<file path="src/rtl/veririsc_pkg.sv">
// veririsc_pkg: opcode and FSM state encodings shared by the VeriRISC core and ALU.
package veririsc_pkg;
  localparam int OPW = 3;
  typedef enum logic [OPW-1:0] {
    OP_HLT = 3'd0,
    OP_SKZ = 3'd1,
    OP_ADD = 3'd2,
    OP_AND = 3'd3,
    OP_XOR = 3'd4,
    OP_LDA = 3'd5,
    OP_STO = 3'd6,
    OP_JMP = 3'd7
  } opcode_e;
  typedef enum logic [2:0] {
    S_FETCH  = 3'd0,
    S_DECODE = 3'd1,
    S_OPRD   = 3'd2,
    S_OPWR   = 3'd3,
    S_HALTED = 3'd4
  } state_e;
endpackage

</file>
<file path="src/rtl/veririsc_alu.sv">
// veririsc_alu: combinational accumulator ALU; ADD drops the carry, LDA passes the operand.
module veririsc_alu
  import veririsc_pkg::*;
#(
  parameter int DWIDTH = 8
) (
  input  opcode_e           op,
  input  logic [DWIDTH-1:0] a,
  input  logic [DWIDTH-1:0] b,
  output logic [DWIDTH-1:0] y
);
  always_comb
    y = op == OP_ADD ? a + b :
        op == OP_AND ? a & b :
        op == OP_XOR ? a ^ b : b;
endmodule

</file>
<file path="src/rtl/veririsc_core.sv">
// veririsc_core: multicycle accumulator CPU with stallable memory port.
// Define VERIRISC_RESUME_EN to add a resume input that restarts fetch from HALTED.
module veririsc_core
  import veririsc_pkg::*;
#(
  parameter int AWIDTH = 5,
  parameter int DWIDTH = 8
) (
  input  logic              clk,
  input  logic              rst,
`ifdef VERIRISC_RESUME_EN
  input  logic              resume,
`endif
  output logic [AWIDTH-1:0] mem_addr,
  output logic              mem_rd,
  output logic              mem_wr,
  output logic [DWIDTH-1:0] mem_wdata,
  input  logic [DWIDTH-1:0] mem_rdata,
  input  logic              mem_ready,
  output logic              halt,
  output logic [AWIDTH-1:0] pc,
  output logic [DWIDTH-1:0] ac,
  output logic              zero
);
  state_e            state_q, state_d;
  logic [AWIDTH-1:0] pc_q, pc_d, opd;
  logic [DWIDTH-1:0] ir_q, ir_d, ac_q, ac_d, alu_y;
  opcode_e           op;
  logic              resume_i;
`ifdef VERIRISC_RESUME_EN
  assign resume_i = resume;
`else
  assign resume_i = 1'b0;
`endif
  assign op  = opcode_e'(ir_q[DWIDTH-1 -: OPW]);
  assign opd = ir_q[AWIDTH-1:0];
  veririsc_alu #(.DWIDTH(DWIDTH)) u_alu (.op(op), .a(ac_q), .b(mem_rdata), .y(alu_y));
  always_comb begin
    state_d = state_q;
    pc_d    = pc_q;
    ir_d    = ir_q;
    ac_d    = ac_q;
    case (state_q)
      S_FETCH: if (mem_ready) begin
        ir_d    = mem_rdata;
        pc_d    = pc_q + AWIDTH'(1);
        state_d = S_DECODE;
      end
      S_DECODE: begin
        state_d = op == OP_HLT ? S_HALTED :
                  op == OP_STO ? S_OPWR :
                  (op == OP_SKZ || op == OP_JMP) ? S_FETCH : S_OPRD;
        pc_d    = op == OP_JMP ? opd :
                  (op == OP_SKZ && zero) ? pc_q + AWIDTH'(1) : pc_q;
      end
      S_OPRD: if (mem_ready) begin
        ac_d    = alu_y;
        state_d = S_FETCH;
      end
      S_OPWR:   state_d = mem_ready ? S_FETCH : S_OPWR;
      S_HALTED: state_d = resume_i ? S_FETCH : S_HALTED;
      default:  state_d = S_FETCH;
    endcase
  end
  always_ff @(posedge clk) begin
    if (!rst) begin
      state_q <= S_FETCH;
      pc_q    <= '0;
      ir_q    <= '0;
      ac_q    <= '0;
    end else begin
      state_q <= state_d;
      pc_q    <= pc_d;
      ir_q    <= ir_d;
      ac_q    <= ac_d;
    end
  end
  // Requests are gated by rst so an interrupted access never completes.
  assign mem_rd    = rst && (state_q == S_FETCH || state_q == S_OPRD);
  assign mem_wr    = rst && state_q == S_OPWR;
  assign mem_addr  = state_q == S_FETCH ? pc_q : opd;
  assign mem_wdata = ac_q;
  assign halt      = state_q == S_HALTED;
  assign pc        = pc_q;
  assign ac        = ac_q;
  assign zero      = ac_q == '0;
endmodule

</file>
<file path="config.mk">
export PLATFORM = sky130hd
export DESIGN_NAME = veririsc_core
export DESIGN_NICKNAME = d
export VERILOG_FILES = /design/src/rtl/veririsc_pkg.sv /design/src/rtl/veririsc_alu.sv /design/src/rtl/veririsc_core.sv
export SDC_FILE = /design/constraint.sdc
export NUM_CORES = 1
export LEC_CHECK = 0
export ABC_AREA = 1
export CAP_MARGIN = 0
export CORE_MARGIN = 2
export CORE_UTILIZATION = 46
export DETAILED_ROUTE_END_ITERATION = 12
export GPL_ROUTABILITY_DRIVEN = 0
export PLACE_DENSITY = 0.75
export REMOVE_ABC_BUFFERS = 1
export SLEW_MARGIN = 0
export SYNTH_ARGS = -nofsm -noshare
export SYNTH_HDL_FRONTEND = slang
export SYNTH_SLANG_ARGS = --single-unit
export TNS_END_PERCENT = 1
</file>
<file path="constraint.sdc">
create_clock -name clk -period 1.5 [get_ports clk]
set_input_delay 0.375 -clock clk [delete_from_list [all_inputs] [get_ports clk]]
set_output_delay 0.375 -clock clk [all_outputs]
set_load 0.005 [all_outputs]
</file>
==> flow_summary_export.csv, run 1 <==
group,metric,value,unit
final_layout,layout.cells.non_filler,439,
final_layout,area.growth.synth_to_final,52.03,%
worst_setup_path,timing.rr.start,"state_q[0]$_SDFFE_PN0P_",
grt,grt_pass1_wl,8.652,mm
run_status,failed_checks,"setup timing",
worst_hold_path,min_path_cells,2,
clock_tree,clk_latency,0.27,ns
worst_setup_path,cp-start-kind,"register",
detailed_routing,num_vias,2227,
worst_setup_path,r2r_cells,12,
worst_setup_path,reg2reg_to,"pc[4]$_SDFFE_PN0P_",
power_and_ir_drop,internal-power,0.001768,W
grt,grt.total_usage,0.2413,
synth,syn_area_per_cell,6.260,um2
sta,setup_ws,-0.2245,ns
final_layout,multi_input_area,1325,um2
final_layout,fillers,350,
worst_setup_path,crit_path_end_kind,"output port",
power_and_ir_drop,power_density,993.8,nW/um2
worst_setup_path,required,1.12,ns
synth,netlist_top_cells_area,"dfxtp_1 25%, nand2_1 14%, nand3_1 6.8%",
final_layout,drive_gt1_frac,0.3548,
clock_tree,cts_buffer_depth,2,
worst_setup_path,critPathArrivalTime,1.35,ns
final_layout,finalInstanceArea,2903,um2
grt,grt_pass1_vias,2019,
die,start_util,0.4773,
clock_tree,cts_made_buffers,3,
power_and_ir_drop,comb_power_share,0.549,
flow_run,cap_violations,0,
clock_tree,clock-root-buffer,"clkbuf_8",
synth,synth-edff-count,0,
placed_design,port_buffers,40,
sta,setup_violations,20,
die,rows,23,
synth,ys_types,32,
placed_design,dp_cells,430,
die,die-area,4682,um2
sta,rsz0062_at_grt,"true",
power_and_ir_drop,p_leak,1.512,nW
final_layout,final-seq-area,500.5,um2
detailed_routing,remaining_drc_errors,0,
power_and_ir_drop,p_clk_frac,0.161,
power_and_ir_drop,vdd_drop_max,0.4406,mV
synth,yosysMostFrequentCell,"nand2_1",
grt,grt_max_degree,20,
final_layout,n_antenna_cell,0,
worst_setup_path,path_class,"register to output port",
synth,ys_async_sr_fraction,0,
sta,clock_skew,0.004308,ns
power_and_ir_drop,share_seq_of_total_power,0.290,
synth,netlist_top_cells_count,"69 x nand2_1, 34 x inv_1, 30 x nor2_1",
synth,yosysTopAreaCellShare,0.2516,
detailed_routing,initialDrtViolationCount,134,
worst_hold_path,whs_endpoint,"ir_q[3]$_SDFFE_PN0P_",
detailed_routing,wl_per_cell,13.05,um
synth,ys.flop_type,"dfxtp_1",
synth,syn_area,1909,um2
sta,fin_setup_tns,-1.503,ns
sta,drv_slew,0,
die,dieHeight,68.43,um
clock_tree,clk_pin_slew,0.10,ns
sta,period_share,1.150,
run_status,status,"finished with violations",
die,die_w,68.43,um
sta,fin_crit,1.724,ns
worst_setup_path,critPathSlowestCell,"dfxtp_2",
synth,yosysWarnings,0,
power_and_ir_drop,power.switching,0.001117,W
worst_hold_path,min_from,"ir_q[3]$_SDFFE_PN0P_",
grt,antenna_found_initial,0,
detailed_routing,wirelength,5.730,mm
detailed_routing,ant_nets,0,
grt,grt_overflow,0,
synth,yosysSeqAreaShare,0.2516,
clock_tree,cts_max_level,1,
detailed_routing,first_pass_iters,5,
die,core-area,4000,um2
placed_design,dp_hpwl,3.887,mm
synth,ys_ff_latch,24,
worst_setup_path,path_max_fanout,5,
worst_hold_path,hp-class,"register to register",
sta,slew_headroom,0.8123,
worst_setup_path,crit_path_max_incr_delay,0.34,ns
detailed_routing,viasPerCell,5.073,
sta,hold_viol,0,
die,io-pin-count,41,
power_and_ir_drop,swShare,0.3872,
sta,fin_hold_ws,0.4749,ns
synth,yosys.area.top_type,"dfxtp_1",
sta,fmax,0.5799,GHz
clock_tree,clock_sinks,24,
clock_tree,cts_tree,"done",
worst_setup_path,r2r_slack,-0.05,ns
final_layout,final_nets,411,
placed_design,dpl-instance-area,2653,um2
sta,worst_pin_slew,0.2813,ns
synth,synth_cells,305,
final_layout,final_util,0.7257,
worst_setup_path,path_cells,"inv_2 -> nand2_2 -> nor2_2 -> buf_6 -> buf_4 -> nand2_1 -> o21ai_1 -> buf_2",
-- state kept, by name, summed over array words and instances (netlist names) --
register and flops:
pc 5, ac 8, ir_q 8, state_q 3
-- cell families (layout without fill, tap and decap cells) --
family                     count (synthesis)  after routing  synth area share
buffers and inverters                     59            143            0.1448
AOI/OAI and AO/OA                         60             60            0.1638
DFF                                       24             24            0.2516
xor gates and xnor gates                   3              3           0.01376
adders and majority gates                 10             10           0.06946
and+or+nand+nor                          149            149            0.3565
-- through the flow --
stage | total power [W] | setup WS (ns)
2_1_floorplan | 0.001535 | -0.04896
3_3_place_gp | 0.002233 | -0.5650
3_5_place_dp | 0.002264 | -0.6292
4_1_cts | 0.002742 | -0.1876
5_1_grt | 0.003109 | -0.3117
6_report | 0.002885 | -0.2245
-- area by class of cell --
type | instances | share of cell area
Tap cell | 50 | 0.02155
Sequential cell | 24 | 0.1724
Multi-Input combinational cell | 222 | 0.4565
Timing Repair Buffer | 96 | 0.2733
Clock buffer | 4 | 0.01897
Inverter | 43 | 0.05733
-- metal layers --
| metal | share of wire | vias to the layer above | global-route usage |
|---|---|---|---|
| li1 | - | 1142 | - |
| met1 | 0.42 | 1012 | 0.2934 |
| met2 | 0.52 | 63 | 0.4363 |
| met3 | 0.052 | 10 | 0.02467 |
| met4 | 0.014 | 0 | 0.08250 |
| met5 | 0 | - | 0 |
-- worst max path at each step --
stage          depth (start not counted)                  to  slack, ns                     from
2_1_floorplan                          9  ac[4]$_SDFFE_PN0P_      -0.05       ac[0]$_SDFFE_PN0P_
6_report                               8         mem_addr[1]      -0.22  state_q[0]$_SDFFE_PN0P_
4_1_cts                                8         mem_addr[3]      -0.19  state_q[0]$_SDFFE_PN0P_
3_3_place_gp                          10  ac[4]$_SDFFE_PN0P_      -0.57             mem_rdata[0]
3_5_place_dp                          10  ac[4]$_SDFFE_PN0P_      -0.63             mem_rdata[0]
5_1_grt                                8         mem_addr[1]      -0.31  state_q[0]$_SDFFE_PN0P_
-- placed cells by master, fill, tap and decap left out, types with 2 or more instances in the layout --
master / synthesis / final
nand2_1: 69 / 65
buf_4: 10 / 49
inv_1: 34 / 31
nor2_1: 30 / 26
nand3_1: 26 / 26
dlygate4sd2_1: 0 / 24
a21oi_1: 25 / 21
dfxtp_2: 0 / 16
o21ai_1: 9 / 14
o21ai_0: 20 / 10
inv_2: 8 / 9
dfxtp_1: 24 / 8
buf_2: 2 / 8
nand2_2: 7 / 7
nor2_2: 3 / 6
ha_4: 0 / 6
buf_6: 2 / 6
o21ai_2: 0 / 5
a21oi_2: 1 / 5
clkdlybuf4s50_1: 0 / 5
nor2_4: 3 / 4
nor3_1: 5 / 4
nand2_4: 1 / 4
clkbuf_8: 0 / 4
a31oi_1: 3 / 3
dlymetal6s2s_1: 0 / 3
inv_4: 0 / 2
nor3_2: 1 / 2
nand4_1: 2 / 2
xor2_1: 2 / 2
ha_1: 9 / 2
-- repair_timing --
item,in CTS,in global routing
cloned,0,0
hold endpoints to repair,0,0
setup buffers,2,3
hold buffers,0,0
pin swaps,3,8
gates resized for setup,88,39
setup endpoints to repair,40,30
-- power groups by stage --
stage | registers (W) | clock network (W) | logic, W
after detailed placement | 0.000834 | 0 | 0.00143
after global routing | 0.000854 | 0.000491 | 0.00176
after CTS | 0.000833 | 0.000474 | 0.00144
after global placement | 0.000829 | 0 | 0.00140
final | 0.000838 | 0.000464 | 0.00158
after floorplan | 0.000874 | 0 | 0.000661
-- critical path, delay by kind of cell (launching register included) --
kind,cells,cell delay [ns]
buffers and inverters,4,0.43
AO/OA/AOI/OAI,1,0.07
flip-flops,1,0.34
AND/OR/NAND/NOR,3,0.25
Power figures use the tool's default switching activity.
==> inputs of run 2 (changes only) <==
--- a/config.mk
+++ b/config.mk
@@ -11,6 +11,7 @@
 export CORE_UTILIZATION = 46
 export DETAILED_ROUTE_END_ITERATION = 12
 export GPL_ROUTABILITY_DRIVEN = 0
+export GPL_TIMING_DRIVEN = 0
 export PLACE_DENSITY = 0.75
 export REMOVE_ABC_BUFFERS = 1
 export SLEW_MARGIN = 0
==> run 2 against run 1 <==
  * The run still ends with setup timing left
  * Final area shrank 8.6%
  * Sequential power grew 7.5%
  * Combinational power shrank 15%
  * Non-clock buffer count shrank 36
  * Hold slack lost 0.030 ns
  * Cell count shrank 8.0%
  * Critical path type unchanged
  * Highest routed layer unchanged
==> flow_summary_export.csv, run 2 (synthesis results as in run 1) <==
group,metric,value,unit
worst_setup_path,path_max_fanout,3,
placed_design,dp_hpwl,3.392,mm
final_layout,final_cell_mix,"64 x nand2_1, 32 x inv_1, 26 x nand3_1",
clock_tree,clk_latency,0.27,ns
final_layout,drive_gt1_frac,0.2853,
final_layout,final_common_cell,"nand2_1",
clock_tree,clk_pin_slew,0.09,ns
die,start_util,0.4773,
detailed_routing,remaining_drc_errors,0,
final_layout,area.growth.synth_to_final,38.99,%
detailed_routing,initialDrtViolationCount,59,
worst_setup_path,path_common_cell,"buf_6",
run_status,status,"finished with violations",
final_layout,fillers,372,
power_and_ir_drop,p_clk_frac,0.207,
sta,drv_slew,0,
sta,fin_crit,1.706,ns
worst_setup_path,cp-start-kind,"register",
detailed_routing,wirelength,5.108,mm
die,rows,23,
power_and_ir_drop,comb_power_share,0.475,
grt,grt_pass1_wl,8.197,mm
sta,fmax,0.5863,GHz
clock_tree,cts_made_buffers,3,
grt,grt_overflow,0,
grt,antenna_found_initial,0,
grt,grt_max_degree,21,
worst_setup_path,crit_path_end_kind,"output port",
flow_run,cap_violations,0,
placed_design,port_buffers,40,
detailed_routing,num_vias,2079,
power_and_ir_drop,p_total,0.002836,W
die,core-area,4000,um2
power_and_ir_drop,p_leak,1.373,nW
power_and_ir_drop,power_density,1068,nW/um2
die,die_w,68.43,um
worst_hold_path,min_from,"rst",
die,dieHeight,68.43,um
clock_tree,cts_buffer_depth,2,
power_and_ir_drop,share_seq_of_total_power,0.318,
clock_tree,cts_max_level,1,
grt,grt_pass1_vias,1862,
die,die-area,4682,um2
worst_setup_path,path_cells,"buf_12 -> nor2_4 -> buf_6 -> buf_6 -> nand2_2 -> o21ai_1 -> buf_2",
final_layout,final_nets,376,
power_and_ir_drop,internal-power,0.001758,W
clock_tree,clock-root-buffer,"clkbuf_8",
sta,period_share,1.137,
sta,rsz0062_at_grt,"true",
clock_tree,cts_tree,"done",
detailed_routing,viasPerCell,5.146,
clock_tree,clock_sinks,24,
detailed_routing,first_pass_iters,4,
worst_setup_path,path_class,"register to output port",
worst_hold_path,hp-class,"input port to register",
worst_setup_path,cp_top_family,"buffers and inverters",
worst_setup_path,r2r_slack,-0.16,ns
worst_setup_path,critPathSlowestCell,"dfxtp_4",
worst_setup_path,r2r_cells,12,
power_and_ir_drop,vdd_drop_max,0.5289,mV
detailed_routing,wl_per_cell,12.64,um
worst_setup_path,required,1.12,ns
worst_hold_path,whs_endpoint,"pc[2]$_SDFFE_PN0P_",
sta,fin_hold_ws,0.4447,ns
sta,setup_violations,14,
sta,fin_setup_tns,-1.703,ns
sta,clock_skew,0.005056,ns
worst_setup_path,reg2reg_to,"pc[3]$_SDFFE_PN0P_",
sta,hold_viol,0,
run_status,failed_checks,"setup timing",
worst_hold_path,min_path_cells,3,
power_and_ir_drop,power.switching,0.001078,W
final_layout,n_antenna_cell,0,
sta,worst_pin_slew,0.6549,ns
sta,slew_headroom,0.5620,
worst_setup_path,timing.rr.start,"ac[7]$_SDFFE_PN0P_",
power_and_ir_drop,swShare,0.3801,
grt,grt.total_usage,0.2311,
worst_setup_path,crit_path_max_incr_delay,0.37,ns
worst_setup_path,critical_path_buf_inv_count,4,
worst_setup_path,critPathArrivalTime,1.33,ns
die,io-pin-count,41,
sta,setup_ws,-0.2055,ns
detailed_routing,ant_nets,0,
run 2: cell count changes in the layout (fill, tap and decap cells not counted), sizes merged, moves of 2 or more:
| cell | change |
|---|---|
| clkdlybuf4s50 | -3 |
| dlymetal6s2s | +3 |
| buf | -36 |
| inv | -2 |
run 2: worst min-delay path, cell delays in order:
cell and delay, ns:
buf_4 0.19, nand2_1 0.09, nor2_1 0.03
run 2: worst max-delay path by stage:
| stage | cells past startpoint | start | endpoint |
|---|---|---|---|
| after global placement | 4 | rst | mem_wr |
| after global routing | 8 | state_q[1]$_SDFFE_PN0P_ | mem_addr[3] |
| final | 7 | state_q[2]$_SDFFE_PN0P_ | mem_addr[3] |
| after detailed placement | 4 | rst | mem_wr |
| after floorplan | 9 | ac[0]$_SDFFE_PN0P_ | ac[4]$_SDFFE_PN0P_ |
| after CTS | 8 | state_q[0]$_SDFFE_PN0P_ | mem_addr[3] |
run 2: cell type report:
class | instances | area [um2] | area share
Multi-Input combinational cell | 223 | 1296 | 0.4884
Sequential cell | 24 | 525.5 | 0.1980
Timing Repair Buffer | 60 | 523.0 | 0.1971
Inverter | 43 | 175.2 | 0.06601
Tap cell | 50 | 62.56 | 0.02357
Clock buffer | 3 | 41.29 | 0.01556
Clock inverter | 1 | 30.03 | 0.01132
run 2: layer usage:
layer	vias up	part of all wire	global-route usage
li1	1078	-	-
met1	949	0.43	0.2746
met2	43	0.52	0.4147
met3	9	0.040	0.04770
met4	0	0.016	0.06500
met5	-	0	0
run 2: power groups by stage:
stage          registers (W)  clock network (W)  logic (W)
2_1_floorplan       0.000874                  0   0.000661
3_3_place_gp        0.000885                  0    0.00106
3_5_place_dp        0.000892                  0    0.00108
4_1_cts             0.000893           0.000603    0.00125
5_1_grt             0.000916           0.000625    0.00151
6_report            0.000901           0.000587    0.00135
run 2: metrics by stage:
stage                     instances  setup WS (ns)  area [um2]  utilization
after floorplan                 289       -0.04896        1794            -
after global placement          379         -1.252        2257       0.5643
after detailed placement        379         -1.242        2257       0.5643
after CTS                       401        -0.2173        2509       0.6272
after global routing            404        -0.2795        2654       0.6634
final                           404        -0.2055        2654       0.6634
run 2: what timing repair did:
| item | 4_1_cts | 5_1_grt |
|---|---|---|
| setup endpoints to repair | 53 | 25 |
| pin swaps | 5 | 6 |
| gates cloned | 1 | 0 |
| buffers inserted | 17 | 3 |
| hold buffers | 0 | 0 |
| resized for setup | 104 | 32 |
